**src/rtl/btn_conditioner.sv**
```systemverilog
// Multi-channel pushbutton conditioner: synchroniser, debouncer, press/release
// edge pulses and optional auto-repeat per channel, all sharing one timing set.
module btn_conditioner #(
    parameter int unsigned N_CH        = 5,
    parameter int unsigned SYNC_STAGES = 2,
    parameter int unsigned DB_COUNT    = 1_000_000,
    parameter int unsigned RPT_DELAY   = 32_500_000,
    parameter int unsigned RPT_PERIOD  = 6_500_000
) (
    input  logic            clk_in,
    input  logic            reset_in,
    input  logic [N_CH-1:0] noisy_in,
    input  logic [N_CH-1:0] rpt_en,
    output logic [N_CH-1:0] clean_out,
    output logic [N_CH-1:0] press_pulse,
    output logic [N_CH-1:0] release_pulse,
    output logic [N_CH-1:0] step_pulse
);

    localparam int unsigned DW      = $clog2(DB_COUNT + 1);
    localparam int unsigned RPT_MAX = (RPT_DELAY > RPT_PERIOD) ? RPT_DELAY : RPT_PERIOD;
    localparam int unsigned RW      = $clog2(RPT_MAX + 1);

    localparam logic [DW-1:0] DB_LAST = DW'(DB_COUNT - 1);
    localparam logic [DW-1:0] DB_SAT  = DW'(DB_COUNT);
    localparam logic [RW-1:0] RPT_DLY = RW'(RPT_DELAY);
    localparam logic [RW-1:0] RPT_PER = RW'(RPT_PERIOD);

    typedef enum logic [1:0] {
        RPT_IDLE,
        RPT_DELAY_ST,
        RPT_REPEAT
    } rpt_state_e;

    logic [N_CH-1:0] sync_q [SYNC_STAGES];
    logic [N_CH-1:0] sync_d [SYNC_STAGES];
    logic [N_CH-1:0] sync;

    logic [N_CH-1:0] cand_q, cand_d;
    logic [N_CH-1:0] clean_q, clean_d;
    logic [N_CH-1:0] press_q, press_d;
    logic [N_CH-1:0] release_q, release_d;
    logic [N_CH-1:0] step_q, step_d;
    logic [N_CH-1:0] rpt_d;

    logic [DW-1:0]   db_cnt_q  [N_CH];
    logic [DW-1:0]   db_cnt_d  [N_CH];
    logic [RW-1:0]   rpt_cnt_q [N_CH];
    logic [RW-1:0]   rpt_cnt_d [N_CH];
    logic [RW-1:0]   rpt_inc   [N_CH];
    rpt_state_e      state_q   [N_CH];
    rpt_state_e      state_d   [N_CH];

    assign sync = sync_q[SYNC_STAGES-1];

    always_comb begin
        sync_d[0] = noisy_in;
        for (int unsigned k = 1; k < SYNC_STAGES; k++) begin
            sync_d[k] = sync_q[k-1];
        end
    end

    always_comb begin
        cand_d   = cand_q;
        clean_d  = clean_q;
        db_cnt_d = db_cnt_q;
        for (int unsigned i = 0; i < N_CH; i++) begin
            if (sync[i] != cand_q[i]) begin
                cand_d[i]   = sync[i];
                db_cnt_d[i] = '0;
            end else begin
                if (db_cnt_q[i] == DB_LAST) begin
                    clean_d[i] = cand_q[i];
                end
                if (db_cnt_q[i] != DB_SAT) begin
                    db_cnt_d[i] = db_cnt_q[i] + DW'(1);
                end
            end
        end
        press_d   = clean_d & ~clean_q;
        release_d = ~clean_d & clean_q;
    end

    // Repeat gating looks at clean_d so no repeat lands in the cycle clean_out falls.
    always_comb begin
        state_d   = state_q;
        rpt_cnt_d = rpt_cnt_q;
        rpt_d     = '0;
        for (int unsigned i = 0; i < N_CH; i++) begin
            rpt_inc[i] = rpt_cnt_q[i] + RW'(1);
            if (!clean_d[i] || !rpt_en[i]) begin
                state_d[i]   = RPT_IDLE;
                rpt_cnt_d[i] = '0;
            end else if ((state_q[i] == RPT_IDLE && press_q[i]) || state_q[i] == RPT_DELAY_ST) begin
                state_d[i]   = RPT_DELAY_ST;
                rpt_cnt_d[i] = rpt_inc[i];
                if (rpt_inc[i] == RPT_DLY) begin
                    rpt_d[i]     = 1'b1;
                    rpt_cnt_d[i] = '0;
                    state_d[i]   = RPT_REPEAT;
                end
            end else if (state_q[i] == RPT_REPEAT) begin
                rpt_cnt_d[i] = rpt_inc[i];
                if (rpt_inc[i] == RPT_PER) begin
                    rpt_d[i]     = 1'b1;
                    rpt_cnt_d[i] = '0;
                end
            end
        end
        step_d = press_d | rpt_d;
    end

    always_ff @(posedge clk_in) begin
        if (reset_in) begin
            sync_q    <= '{default: '0};
            cand_q    <= '0;
            clean_q   <= '0;
            press_q   <= '0;
            release_q <= '0;
            step_q    <= '0;
            db_cnt_q  <= '{default: '0};
            rpt_cnt_q <= '{default: '0};
            state_q   <= '{default: RPT_IDLE};
        end else begin
            sync_q    <= sync_d;
            cand_q    <= cand_d;
            clean_q   <= clean_d;
            press_q   <= press_d;
            release_q <= release_d;
            step_q    <= step_d;
            db_cnt_q  <= db_cnt_d;
            rpt_cnt_q <= rpt_cnt_d;
            state_q   <= state_d;
        end
    end

    assign clean_out     = clean_q;
    assign press_pulse   = press_q;
    assign release_pulse = release_q;
    assign step_pulse    = step_q;

endmodule
```
**config.mk**
```make
export PLATFORM = sky130hd
export DESIGN_NAME = btn_conditioner
export DESIGN_NICKNAME = d
export VERILOG_FILES = /design/src/rtl/btn_conditioner.sv
export SDC_FILE = /design/constraint.sdc
export NUM_CORES = 1
export LEC_CHECK = 0
export BUFFER_PORTS_ARGS = -buffer_cell sky130_fd_sc_hd__clkbuf_2
export CAP_MARGIN = 20
export CORE_ASPECT_RATIO = 1.1
export CORE_MARGIN = 2
export CORE_UTILIZATION = 45
export CTS_CLUSTER_DIAMETER = 50
export DETAILED_ROUTE_END_ITERATION = 7
export PLACE_DENSITY = 0.72
export SYNTH_ARGS = -nofsm -noshare
export SYNTH_HDL_FRONTEND = slang
export SYNTH_SLANG_ARGS = --single-unit
```
**constraint.sdc**
```tcl
create_clock -name clk_in -period 3.3 [get_ports clk_in]
set_input_delay 0 -clock clk_in [delete_from_list [all_inputs] [get_ports clk_in]]
set_output_delay 0 -clock clk_in [all_outputs]
set_load 0.03 [all_outputs]
```
== After elaboration in Yosys (flattened, before gate mapping) ==
Index checks and enable logic that the tools add are counted.
Cells by class
  bitwise operators: 5
  shift-type cells: 0
  div/mod/pow operators: 0
  muxes and demuxes: 60
  equality and inequality tests: 35
  add/sub/neg operators: 10
  reduce and logical (&&, ||, !) cells: 45
  $lt $le $gt $ge: 0
  multiply operators: 0
Operators with widths (number)
  25-bit 2-to-1 mux: 20
  25-bit by 1-bit adder with 25-bit output (second input constant): 5
  25-bit by 23-bit equality test with 1-bit output (second input constant): 5
  25-bit equality test (second input constant): 5
  20-bit by 1-bit adder with 20-bit output (second input constant): 5
  20-bit equality test (second input constant): 5
  20-bit inequality test (second input constant): 5
  1-bit 2-to-1 mux: 35
  2-bit OR reduction: 10
  5-bit AND: 2
  2-bit by 1-bit equality test with 1-bit output (second input constant): 5
  2-bit equality test (second input constant): 5
  1-bit zero test: 10
  2-bit zero test: 5
  1-bit logical OR: 10
  2-bit 2-to-1 mux: 5
  5-bit inverter: 2
  2-bit nonzero test: 5
  1-bit logical AND: 5
  1-bit inequality test: 5
  5-bit OR: 1
Word-level totals
  flip-flop bits (word level): 270
  bits in latches: 0
  word-level logic and storage cells: 181
  memory bits (read-only): 0
  bits in writable memories: 0
  memories kept: 0
  output and inout bits: 20
  input port bits: 12

== Depth between registers and ports, before layout ==
Gate-level depths: netlist of run 1.
  depth after elaboration: 7
  depth in mapped cells: 12
  gate-level depth less buffers: 9

== Least setup slack after synthesis of run 1 ==
No wires, ideal clock.
  path type: reg2reg
  from: register rpt_cnt_q[0] in the netlist's numbering
  to: register rpt_cnt_q[19] in the netlist's numbering
  arrival: 2624 ps
  setup time: 115 ps
  clock period less this slack: 2738 ps
  path slack: 562 ps
  buffers on the path: 2
  data required time: 3185 ps
  stages on the path, launching flop included: 12
  cells stage by stage: dfxtp_1 ha_1 and3_1 buf_2 nand3_1 or4_4 a221oi_2 nand4_1 a21oi_2 a21o_4 buf_6 nor2_1
On the way
  word-level cells in the longest chain between the ends: 5
  elaborated cells between the ends (all ways): 7
  classes of those cells: add/sub: 1; eq/ne: 2; mux: 4
RTL lines
  start, declared: line 48  | logic [RW-1:0] rpt_cnt_q [N_CH];
  start signal, assigned: line 132  | rpt_cnt_q <= rpt_cnt_d;
  25-bit by 1-bit adder with 25-bit output (*): line 90  | rpt_inc[i] = rpt_cnt_q[i] + RW'(1);
  25-bit by 23-bit equality test with 1-bit output: line 104  | if (rpt_inc[i] == RPT_PER) begin
  25-bit 2-to-1 mux: line 104
  25-bit 2-to-1 mux: line 102  | end else if (state_q[i] == RPT_REPEAT) begin
  25-bit 2-to-1 mux (*): line 94  | end else if ((state_q[i] == RPT_IDLE && press_q[i]) || state_q[i] == RPT_DELAY_ST) begin
Mark *: on every way between the ends. The rest lies on a longest branch, timed or not. The select of a mux whose other input is x is not followed.
A chain may end at the register's enable or synchronous reset.

== Worst setup path in the final report of run 1 ==
  from: register rpt_cnt_q[0] in the netlist's numbering
  to: register rpt_cnt_q[4] in the netlist's numbering
The elaborated chain is that of the path after synthesis.

==> results of run 1 <==
[path summary, 6_finish.rpt]
kind,endpoint,slack (ns),from,cells past startpoint
setup / recovery,rpt_cnt_q[4],0.23,rpt_cnt_q[0],9
hold / removal,sync[0],0.08,reset_in,2
setup reg to reg,rpt_cnt_q[4],0.23,rpt_cnt_q[0],9
hold reg to reg,sync[0],0.42,sync_d[0],1
[state kept, by name, summed over array words and instances, names as in the netlist]
register	count
cand_q	5
clean_out	5
db_cnt_q	100
press_pulse	5
release_pulse	5
rpt_cnt_q	125
state_q	10
step_pulse	5
sync	5
sync_d	5
[per-layer routing]
| layer | up-vias | share of wire | GRT usage | wire [um] |
|---|---|---|---|---|
| li1 | 6052 | - | - | - |
| met1 | 5664 | 0.47 | 0.243 | 14500 |
| met2 | 222 | 0.46 | 0.301 | 13900 |
| met3 | 51 | 0.052 | 0.0344 | 1580 |
| met4 | 0 | 0.018 | 0.0538 | 539 |
| met5 | - | 0 | 0 | 0 |
[through the flow]
stage                     cell area (um^2)  power [mW]  worst slack [ns]
after floorplan                      14100        3.45             0.562
after global placement               14700        3.47             0.340
after detailed placement             14700        3.48             0.230
after CTS                            15900        7.04             0.200
after global routing                 15900        7.20            0.0707
final                                15900        6.94             0.230
[synthesized netlist by cell type, types with 4 or more instances]
cell type | count | share of area
sky130_fd_sc_hd__nor2_1 | 283 | 0.075
sky130_fd_sc_hd__dfxtp_1 | 270 | 0.38
sky130_fd_sc_hd__xor2_1 | 144 | 0.089
sky130_fd_sc_hd__nand2_1 | 126 | 0.033
sky130_fd_sc_hd__nand3_1 | 97 | 0.034
sky130_fd_sc_hd__xnor2_1 | 95 | 0.059
sky130_fd_sc_hd__nand4_1 | 76 | 0.034
sky130_fd_sc_hd__nor3_1 | 62 | 0.022
sky130_fd_sc_hd__a21oi_1 | 61 | 0.022
sky130_fd_sc_hd__clkbuf_1 | 40 | 0.011
sky130_fd_sc_hd__inv_1 | 39 | 0.010
sky130_fd_sc_hd__and3_1 | 36 | 0.016
sky130_fd_sc_hd__nor4_1 | 31 | 0.014
sky130_fd_sc_hd__or3_1 | 31 | 0.014
sky130_fd_sc_hd__o21ai_0 | 24 | 0.0085
sky130_fd_sc_hd__and4_1 | 22 | 0.014
sky130_fd_sc_hd__nor2b_1 | 22 | 0.0097
sky130_fd_sc_hd__buf_2 | 18 | 0.0064
sky130_fd_sc_hd__ha_1 | 15 | 0.013
sky130_fd_sc_hd__or2_2 | 13 | 0.0058
sky130_fd_sc_hd__a31oi_1 | 12 | 0.0053
sky130_fd_sc_hd__mux2i_1 | 12 | 0.0085
sky130_fd_sc_hd__nor4b_1 | 11 | 0.0068
sky130_fd_sc_hd__o211ai_1 | 10 | 0.0053
sky130_fd_sc_hd__nand3b_1 | 9 | 0.0048
sky130_fd_sc_hd__or4b_1 | 9 | 0.0064
sky130_fd_sc_hd__and2_1 | 8 | 0.0035
sky130_fd_sc_hd__or4b_2 | 8 | 0.0057
sky130_fd_sc_hd__a21o_1 | 7 | 0.0037
sky130_fd_sc_hd__nor3b_1 | 7 | 0.0037
sky130_fd_sc_hd__o31ai_1 | 7 | 0.0037
sky130_fd_sc_hd__buf_6 | 6 | 0.0048
sky130_fd_sc_hd__nand2b_1 | 6 | 0.0027
sky130_fd_sc_hd__or4_1 | 6 | 0.0032
sky130_fd_sc_hd__nand3_2 | 5 | 0.0035
sky130_fd_sc_hd__a211o_1 | 4 | 0.0025
sky130_fd_sc_hd__buf_4 | 4 | 0.0021
sky130_fd_sc_hd__o2111ai_1 | 4 | 0.0025
sky130_fd_sc_hd__or4_4 | 4 | 0.0032
[logic make-up (layout without fill, tap and decap cells)]
kind of cell | count (synthesis) | in the layout
flip-flops | 270 | 270
AND/OR/NAND/NOR | 897 | 897
adder cells (fa/ha/maj) | 15 | 15
multiplexers | 13 | 13
AO/OA/AOI/OAI | 165 | 166
buffers and inverters | 109 | 161
XOR/XNOR | 239 | 239
[final cells by class]
type | instances | area share
Clock inverter | 17 | 0.0121
Multi-Input combinational cell | 1330 | 0.521
Timing Repair Buffer | 66 | 0.0295
Inverter | 39 | 0.00921
Tap cell | 420 | 0.0331
Sequential cell | 270 | 0.340
Clock buffer | 39 | 0.0551
[what timing repair did]
action | CTS | global route
gates resized for setup | 0 | 4
hold endpoints to repair | 64 | 0
hold buffers | 10 | 0
setup endpoints to repair | 0 | 46
[report_power, final]
group	internal, mW	switching, mW
combinational	0.0457	0.0682
sequential	3.28	0.0220
clock	2.12	1.41
total	5.45	1.50
==> results_tabular.tex, run 1 <==
\begin{tabular}{lr}
\hline
Metric & Value \\
\hline
\multicolumn{2}{l}{\textbf{Timing}} \\
\quad Endpoints failing setup & 0 \\
\quad Count of endpoints failing hold in the final timing report & 0 \\
\quad Max-slew headroom & 0.428 \\
\quad Min cycle time layout & roughly 3.1 ns \\
\quad Hold slack final & 0.0788 ns \\
\quad Transition time at the pin with the least slew margin & roughly 0.86 ns \\
\quad Share of the clock period used by the worst path & 0.930 \\
\quad Max Clk Rate & approximately 330 MHz \\
\quad Number of max-slew violations in the final report & 0 \\
\quad Setup Total Neg Slack & 0 ns \\
\quad Clock tree skew after final layout & between 0.02 and 0.025 ns \\
\quad Setup repair after global routing missed its margin & false \\
\multicolumn{2}{l}{\textbf{Synthesis}} \\
\quad Number of enable-type register cells in the synthesized netlist & 0 \\
\quad Seq cells post-synth & between 200 and 300 \\
\quad Proportion of synthesized area in mux cells & 0.00929 \\
\quad Post-synthesis xor/xnor area fraction & 0.148 \\
\quad Share of flip-flops with an asynchronous set or reset & 0 \\
\quad Post-Synth Simple-Gate Area & 0.334 \\
\quad Dominant combinational cell family by area after synthesis & simple AND/OR/NAND/NOR gates \\
\quad Synthesized area & 14100 um\^{}2 \\
\quad Portion of the post-synthesis area used by sequential elements & 0.382 \\
\quad Yosys warns & 0 \\
\quad Average size of a mapped cell & about 8.3 um\^{}2 \\
\quad Fraction of the mapped netlist area in adder cells & 0.0133 \\
\quad Compound-gate portion of the synthesized area & 0.0779 \\
\quad Library cells used by synthesis & 82 \\
\quad Most instantiated flip-flop cell in the synthesis netlist & sky130\_fd\_sc\_hd\_\_dfxtp\_1 \\
\quad Synthesized netlist cell count & 1708 \\
\quad Synthesized netlist net count & around 1700 \\
\multicolumn{2}{l}{\textbf{GRT}} \\
\quad Pin count of the biggest net entering global routing & 36 \\
\quad Leftover overflow at the end of global routing & 0 \\
\quad Wire length of the first global-routing pass & 52200 um \\
\quad Via count of the first global-routing pass & around 11000 \\
\quad Number of antenna violations at the first check in global routing & 0 \\
\quad All-Layer GR Usage & 0.182 \\
\multicolumn{2}{l}{\textbf{Placed design}} \\
\quad Buffers on Ports & 31 \\
\quad RePlAce Congestion & just over 0.9 \\
\quad Final HPWL DP & 21300 um \\
\quad Placed Cells incl. Taps & approximately 2100 \\
\multicolumn{2}{l}{\textbf{Finish}} \\
\quad Filler cell count in the final layout & about 3000 \\
\quad Number of antenna repair diodes & 0 \\
\quad Share of layout cells above drive strength 1 & 0.0971 \\
\quad Number of standard cells in the final layout excluding fillers & around 2200 \\
\quad Area added between synthesis and finish & 12.3\% \\
\quad Area occupied by multi-input gates & 8270 um\^{}2 \\
\quad Storage cell area & between 5000 and 6000 um\^{}2 \\
\quad Most common cell after layout, fill and taps aside & sky130\_fd\_sc\_hd\_\_nor2\_1 \\
\quad Final core utilization & 0.510 \\
\quad Commonest non-fill, non-tap cells in the layout & sky130\_fd\_sc\_hd\_\_nor2\_1, sky130\_fd\_sc\_hd\_\_dfxtp\_1, sky130\_fd\_sc\_hd\_\_xor2\_1 \\
\quad Final \#Nets & $\sim$1800 \\
\multicolumn{2}{l}{\textbf{Setup path}} \\
\quad Worst Path Buf+Inv & 0 \\
\quad Crit path capture type & flop \\
\quad Arrival time worst endpoint & between 3 and 4 ns \\
\quad Data required time of the worst path & $\sim$3.8 ns \\
\quad Sort of element at the start of the critical path & flop \\
\quad Cell class contributing the biggest share of worst-path delay & simple AND/OR/NAND/NOR gates \\
\quad Slowest stage delay, CP & roughly 0.59 ns \\
\quad Cell at the slowest stage of the critical path & sky130\_fd\_sc\_hd\_\_or4\_4 \\
\quad Largest fanout of any net on the critical path & 24 \\
\quad Kind of critical path & reg -> reg \\
\quad Crit path cell chain & ha\_1, and3\_2, nand3\_1, or4\_4, a221oi\_2, nand4\_1, a21oi\_2, a21o\_4, nor2\_1 \\
\multicolumn{2}{l}{\textbf{Floorplan}} \\
\quad Initial standard-cell utilization of the core & 0.454 \\
\quad Die X & 173 um \\
\quad Die area & about 33000 um\^{}2 \\
\quad I/O pin total & 32 \\
\quad Die extent in y & 190 um \\
\quad Number of cell rows & 68 \\
\quad Core area & 31100 um\^{}2 \\
\multicolumn{2}{l}{\textbf{Clocking}} \\
\quad Cell at the root of the clock tree & sky130\_fd\_sc\_hd\_\_clkbuf\_16 \\
\quad \# H-tree levels & 1 \\
\quad Clock buffer depth & 3 \\
\quad Buffers inserted during post-CTS setup optimization & 0 \\
\quad Num CTS Buffers & 31 \\
\quad Clock tree from TritonCTS & built \\
\quad Total number of clock tree sinks & 270 \\
\quad Source-to-sink clock delay at the later pin of the worst-skew pair & roughly 0.58 ns \\
\quad Clock transition at path regs & about 0.06 ns \\
\multicolumn{2}{l}{\textbf{Route}} \\
\quad Number of vias per cell & around 5.5 \\
\quad Routed wirelength normalized by instance count & 14.0 um \\
\quad Wire length after detailed routing & 30500 um \\
\quad Number of design-rule violations left by the first detailed-router iteration & 839 \\
\quad Detailed-router iteration count before antenna repair & 5 \\
\quad Total number of vias & roughly 12000 \\
\quad Post-detailed-route count of antenna-violating nets & 0 \\
\quad Drc violations & 0 \\
\multicolumn{2}{l}{\textbf{Power and ir drop}} \\
\quad Worst supply voltage drop on vdd & approximately 0.00036 V \\
\quad Leakage power & roughly 5.2 nW \\
\quad Pwr/cell area & 437 nW/um\^{}2 \\
\multicolumn{2}{l}{\textbf{Run status}} \\
\quad Result of the run & complete, no violations \\
\multicolumn{2}{l}{\textbf{Worst hold path}} \\
\quad Min-delay worst type & in -> reg \\
\multicolumn{2}{l}{\textbf{Job}} \\
\quad Number of max-cap violations & 0 \\
\hline
\end{tabular}
(Power assumes the default switching activity.)
==> inputs of run 2 (changes only) <==
--- a/config.mk
+++ b/config.mk
@@ -5,6 +5,7 @@
 export SDC_FILE = /design/constraint.sdc
 export NUM_CORES = 1
 export LEC_CHECK = 0
+export ABC_AREA = 1
 export BUFFER_PORTS_ARGS = -buffer_cell sky130_fd_sc_hd__clkbuf_2
 export CAP_MARGIN = 20
 export CORE_ASPECT_RATIO = 1.1
@@ -12,7 +13,8 @@
 export CORE_UTILIZATION = 45
 export CTS_CLUSTER_DIAMETER = 50
 export DETAILED_ROUTE_END_ITERATION = 7
-export PLACE_DENSITY = 0.72
+export PLACE_DENSITY = 0.71
+export SKIP_LAST_GASP = 1
 export SYNTH_ARGS = -nofsm -noshare
 export SYNTH_HDL_FRONTEND = slang
 export SYNTH_SLANG_ARGS = --single-unit
==> results_tabular.tex, run 2 <==
\begin{tabular}{lr}
\hline
Metric & Value \\
\hline
\multicolumn{2}{l}{\textbf{Run status}} \\
\quad Result of the run & complete, no violations \\
\multicolumn{2}{l}{\textbf{Route}} \\
\quad Detailed-router iteration count before antenna repair & 5 (unchanged) \\
\quad Number of design-rule violations left by the first detailed-router iteration & 896 (+6.8\%) \\
\quad Drc violations & 0 (unchanged) \\
\quad Routed wirelength normalized by instance count & 12.4 um (-12\%) \\
\quad Total number of vias & 15600 (+31\%) \\
\quad Number of vias per cell & 5.14 (-6.5\%) \\
\quad Post-detailed-route count of antenna-violating nets & 0 (unchanged) \\
\quad Wire length after detailed routing & 37600 um (+23\%) \\
\multicolumn{2}{l}{\textbf{Finish}} \\
\quad Registers with the most flip-flops & rpt\_cnt\_q: 125 flops, db\_cnt\_q: 100 flops, state\_q: 10 flops \\
\quad Commonest non-fill, non-tap cells in the layout & sky130\_fd\_sc\_hd\_\_nand2\_1, sky130\_fd\_sc\_hd\_\_nor2\_1, sky130\_fd\_sc\_hd\_\_inv\_1 \\
\quad Max reg flops & 125 (unchanged) \\
\quad Share of layout cells above drive strength 1 & 0.0821 (-0.0150) \\
\quad Area added between synthesis and finish & 12.3\% (about the same) \\
\quad Number of antenna repair diodes & 0 (unchanged) \\
\quad Most common cell after layout, fill and taps aside & sky130\_fd\_sc\_hd\_\_nand2\_1 \\
\quad Final \#Nets & 2608 (+48\%) \\
\quad Register with the most flip-flops & rpt\_cnt\_q \\
\quad Summed area of non-filler cells in the final layout & 17700 um\^{}2 (+11\%) \\
\multicolumn{2}{l}{\textbf{Worst hold path}} \\
\quad Hold Crit Start & sync\_d[1] \\
\quad Number of cells on the worst hold path & 2 (unchanged) \\
\quad Hold Path Sink & sync[1] \\
\quad Min-delay worst type & reg -> reg \\
\multicolumn{2}{l}{\textbf{Setup path}} \\
\quad Number of cells on the worst reg-to-reg path & 12 (+3) \\
\quad Largest fanout of any net on the critical path & 17 (-29\%) \\
\quad Kind of critical path & reg -> reg \\
\quad Startpoint of the worst-slack reg-to-reg timing path & rpt\_cnt\_q[100] \\
\quad Worst setup startpoint & rpt\_cnt\_q[100] \\
\quad Sort of element at the start of the critical path & flop \\
\quad Arrival time worst endpoint & 2.86 ns (-0.67 ns) \\
\quad Crit path capture type & flop \\
\quad Worst R2R End & rpt\_cnt\_q[115] \\
\quad Register-to-register setup slack & 0.85 ns (+0.62 ns) \\
\quad Data required time of the worst path & 3.70 ns (-0.06 ns) \\
\multicolumn{2}{l}{\textbf{Timing}} \\
\quad Count of endpoints failing hold in the final timing report & 0 (unchanged) \\
\quad Max Clk Rate & 407 MHz (+25\%) \\
\quad Setup Total Neg Slack & 0 ns (unchanged) \\
\quad Min cycle time layout & 2.45 ns (-0.615 ns) \\
\quad Clock tree skew after final layout & 0.0216 ns (-0.00164 ns) \\
\quad Smallest setup slack after layout & 0.845 ns (+0.615 ns) \\
\quad Transition time at the pin with the least slew margin & 0.769 ns (-0.0893 ns) \\
\quad Max-slew headroom & 0.487 (+0.0590) \\
\quad Share of the clock period used by the worst path & 0.744 (-0.186) \\
\quad Endpoints failing setup & 0 (unchanged) \\
\quad Number of max-slew violations in the final report & 0 (unchanged) \\
\quad Setup repair after global routing missed its margin & false \\
\multicolumn{2}{l}{\textbf{Job}} \\
\quad Number of max-cap violations & 0 (unchanged) \\
\multicolumn{2}{l}{\textbf{Clocking}} \\
\quad Clock transition at path regs & 0.05 ns (about the same) \\
\quad Num CTS Buffers & 36 (+16\%) \\
\quad Buffers inserted during post-CTS setup optimization & 0 (unchanged) \\
\quad Clock buffer depth & 3 (unchanged) \\
\quad \# H-tree levels & 2 (+1) \\
\quad Cell at the root of the clock tree & sky130\_fd\_sc\_hd\_\_clkbuf\_16 \\
\quad Clock tree from TritonCTS & built \\
\quad Source-to-sink clock delay at the later pin of the worst-skew pair & 0.55 ns (-0.03 ns) \\
\quad Total number of clock tree sinks & 270 (unchanged) \\
\multicolumn{2}{l}{\textbf{GRT}} \\
\quad All-Layer GR Usage & 0.206 (+0.0239) \\
\quad Number of antenna violations at the first check in global routing & 0 (unchanged) \\
\quad Via count of the first global-routing pass & 14500 (+29\%) \\
\quad Leftover overflow at the end of global routing & 0 (unchanged) \\
\quad Pin count of the biggest net entering global routing & 31 (-14\%) \\
\quad Wire length of the first global-routing pass & 64800 um (+24\%) \\
\multicolumn{2}{l}{\textbf{Synthesis}} \\
\quad Seq cells post-synth & 270 (unchanged) \\
\quad Average size of a mapped cell & 6.24 um\^{}2 (-25\%) \\
\quad Cell types with the highest counts after synthesis & sky130\_fd\_sc\_hd\_\_nand2\_1, sky130\_fd\_sc\_hd\_\_nor2\_1, sky130\_fd\_sc\_hd\_\_inv\_1, sky130\_fd\_sc\_hd\_\_dfxtp\_1, sky130\_fd\_sc\_hd\_\_nand3\_1 \\
\quad Yosys warns & 0 (unchanged) \\
\quad Synthesized area & 15700 um\^{}2 (+11\%) \\
\quad Library cells used by synthesis & 48 (-41\%) \\
\quad Portion of the post-synthesis area used by sequential elements & 0.343 (-0.0389) \\
\quad Synthesized netlist net count & 2551 (+47\%) \\
\quad Top cells by area in the synthesized netlist & sky130\_fd\_sc\_hd\_\_dfxtp\_1, sky130\_fd\_sc\_hd\_\_nand2\_1, sky130\_fd\_sc\_hd\_\_nor2\_1, sky130\_fd\_sc\_hd\_\_inv\_1, sky130\_fd\_sc\_hd\_\_nand3\_1 \\
\quad Area share of the largest cell type after synthesis & 0.343 (-0.0389) \\
\quad Library cell with the largest summed area after synthesis & sky130\_fd\_sc\_hd\_\_dfxtp\_1 \\
\quad Number of enable-type register cells in the synthesized netlist & 0 (unchanged) \\
\quad Count leader, synth & sky130\_fd\_sc\_hd\_\_nand2\_1 \\
\quad Most instantiated flip-flop cell in the synthesis netlist & sky130\_fd\_sc\_hd\_\_dfxtp\_1 \\
\quad Synthesized netlist cell count & 2524 (+48\%) \\
\quad Share of flip-flops with an asynchronous set or reset & 0 (unchanged) \\
\multicolumn{2}{l}{\textbf{Power and ir drop}} \\
\quad Leakage power & 6.48 nW (+25\%) \\
\quad Pwr/cell area & 419 nW/um\^{}2 (-4.1\%) \\
\quad Final Total Pwr & 7.41 mW (+6.8\%) \\
\quad Worst supply voltage drop on vdd & 0.000484 V (+35\%) \\
\multicolumn{2}{l}{\textbf{Floorplan}} \\
\quad Initial standard-cell utilization of the core & 0.458 (+0.00379) \\
\quad Die X & 182 um (+5.4\%) \\
\quad Number of cell rows & 71 (+4.4\%) \\
\quad Die area & 36500 um\^{}2 (+11\%) \\
\quad Core area & 34400 um\^{}2 (+10\%) \\
\quad Die extent in y & 200 um (+5.4\%) \\
\quad I/O pin total & 32 (unchanged) \\
\multicolumn{2}{l}{\textbf{Placed design}} \\
\quad Area post-placement & 16300 um\^{}2 (+11\%) \\
\quad RePlAce Congestion & 0.937 (+3.6\%) \\
\quad Final HPWL DP & 27300 um (+28\%) \\
\quad Pre-CTS setup slack & 0.900 ns (+0.669 ns) \\
\quad Buffers on Ports & 31 (unchanged) \\
\hline
\end{tabular}
[run 2: cell count changes in the layout (fill, tap and decap cells not counted), moves of 27 or more]
cell,change
sky130_fd_sc_hd__nand3_1,+73
sky130_fd_sc_hd__nor2_2,+46
sky130_fd_sc_hd__a21oi_1,+59
sky130_fd_sc_hd__xor2_1,-123
sky130_fd_sc_hd__o21ai_0,+109
sky130_fd_sc_hd__nor2_1,+131
sky130_fd_sc_hd__xnor2_1,-81
sky130_fd_sc_hd__or3_1,-27
sky130_fd_sc_hd__nand2_1,+553
sky130_fd_sc_hd__inv_1,+283
[run 2: how the worst max path moves through the flow]
stage / to / slack, ns
global placement: rpt_cnt_q[118] / 0.95
detailed placement: rpt_cnt_q[4] / 0.90
floorplan: rpt_cnt_q[113] / 1.27
global route: rpt_cnt_q[123] / 0.47
finish: rpt_cnt_q[115] / 0.85
CTS: rpt_cnt_q[116] / 0.88
[run 2: through the flow]
| stage | util | cells | hold WS (ns) |
|---|---|---|---|
| 2_1_floorplan | - | 2524 | 0.107 |
| 3_3_place_gp | 0.475 | 2965 | 0.192 |
| 3_5_place_dp | 0.475 | 2965 | 0.196 |
| 4_1_cts | 0.514 | 3043 | 0.369 |
| 5_1_grt | 0.514 | 3043 | 0.415 |
| 6_report | 0.514 | 3043 | 0.396 |
[run 2: final cells by class]
cell class              instances  area, um^2
clock inverters                16         245
multi-input cells            1891        8920
inverters                     329        1230
fillers                      3349       16700
flip-flops and latches        270        5410
clock buffers                  46         968
repair buffers                 53         360
well taps                     438         548
[run 2: kinds of logic (layout without fill, tap and decap cells)]
logic type      Yosys count  count (layout)  share of synthesized area
fa+ha+maj                15              15                     0.0119
xor+xnor                 35              35                     0.0195
compound gates          296             296                      0.101
flops                   270             270                      0.343
buf+inv                 363             444                     0.0901
mux                       4               4                    0.00254
simple gates           1541            1541                      0.432
[run 2: what timing repair did]
| item | in CTS | in global routing |
|---|---|---|
| hold buffers | 16 | 0 |
| setup endpoints to repair | 0 | 0 |
| hold endpoints to repair | 49 | 0 |
| gates resized for setup | 0 | 0 |
[run 2: metal layers]
layer  up-vias  wire, um  track usage
li1       8193         -            -
met1      7028     17500        0.265
met2       352     17300        0.351
met3        74      1930       0.0315
met4         0       941       0.0723
met5         -         0            0
[run 2: report_power, final]
part	switching, mW	internal, mW
registers	0.0205	3.28
clock network	1.51	2.48
logic	0.0772	0.0482
total	1.60	5.81
[run 2: worst max-delay path, cell delays in order, from the launching register on]
cell and delay, ns:
sky130_fd_sc_hd__dfxtp_1 0.39, sky130_fd_sc_hd__ha_1 0.23, sky130_fd_sc_hd__nand2_1 0.09, sky130_fd_sc_hd__nor2_2 0.19, sky130_fd_sc_hd__nand3_1 0.21, sky130_fd_sc_hd__nor2_1 0.14, sky130_fd_sc_hd__nand2_1 0.06, sky130_fd_sc_hd__nand2_1 0.16
sky130_fd_sc_hd__nand4_1 0.15, sky130_fd_sc_hd__nor3_1 0.20, sky130_fd_sc_hd__nand2_1 0.10, sky130_fd_sc_hd__nand3_2 0.31, sky130_fd_sc_hd__nor2_1 0.07
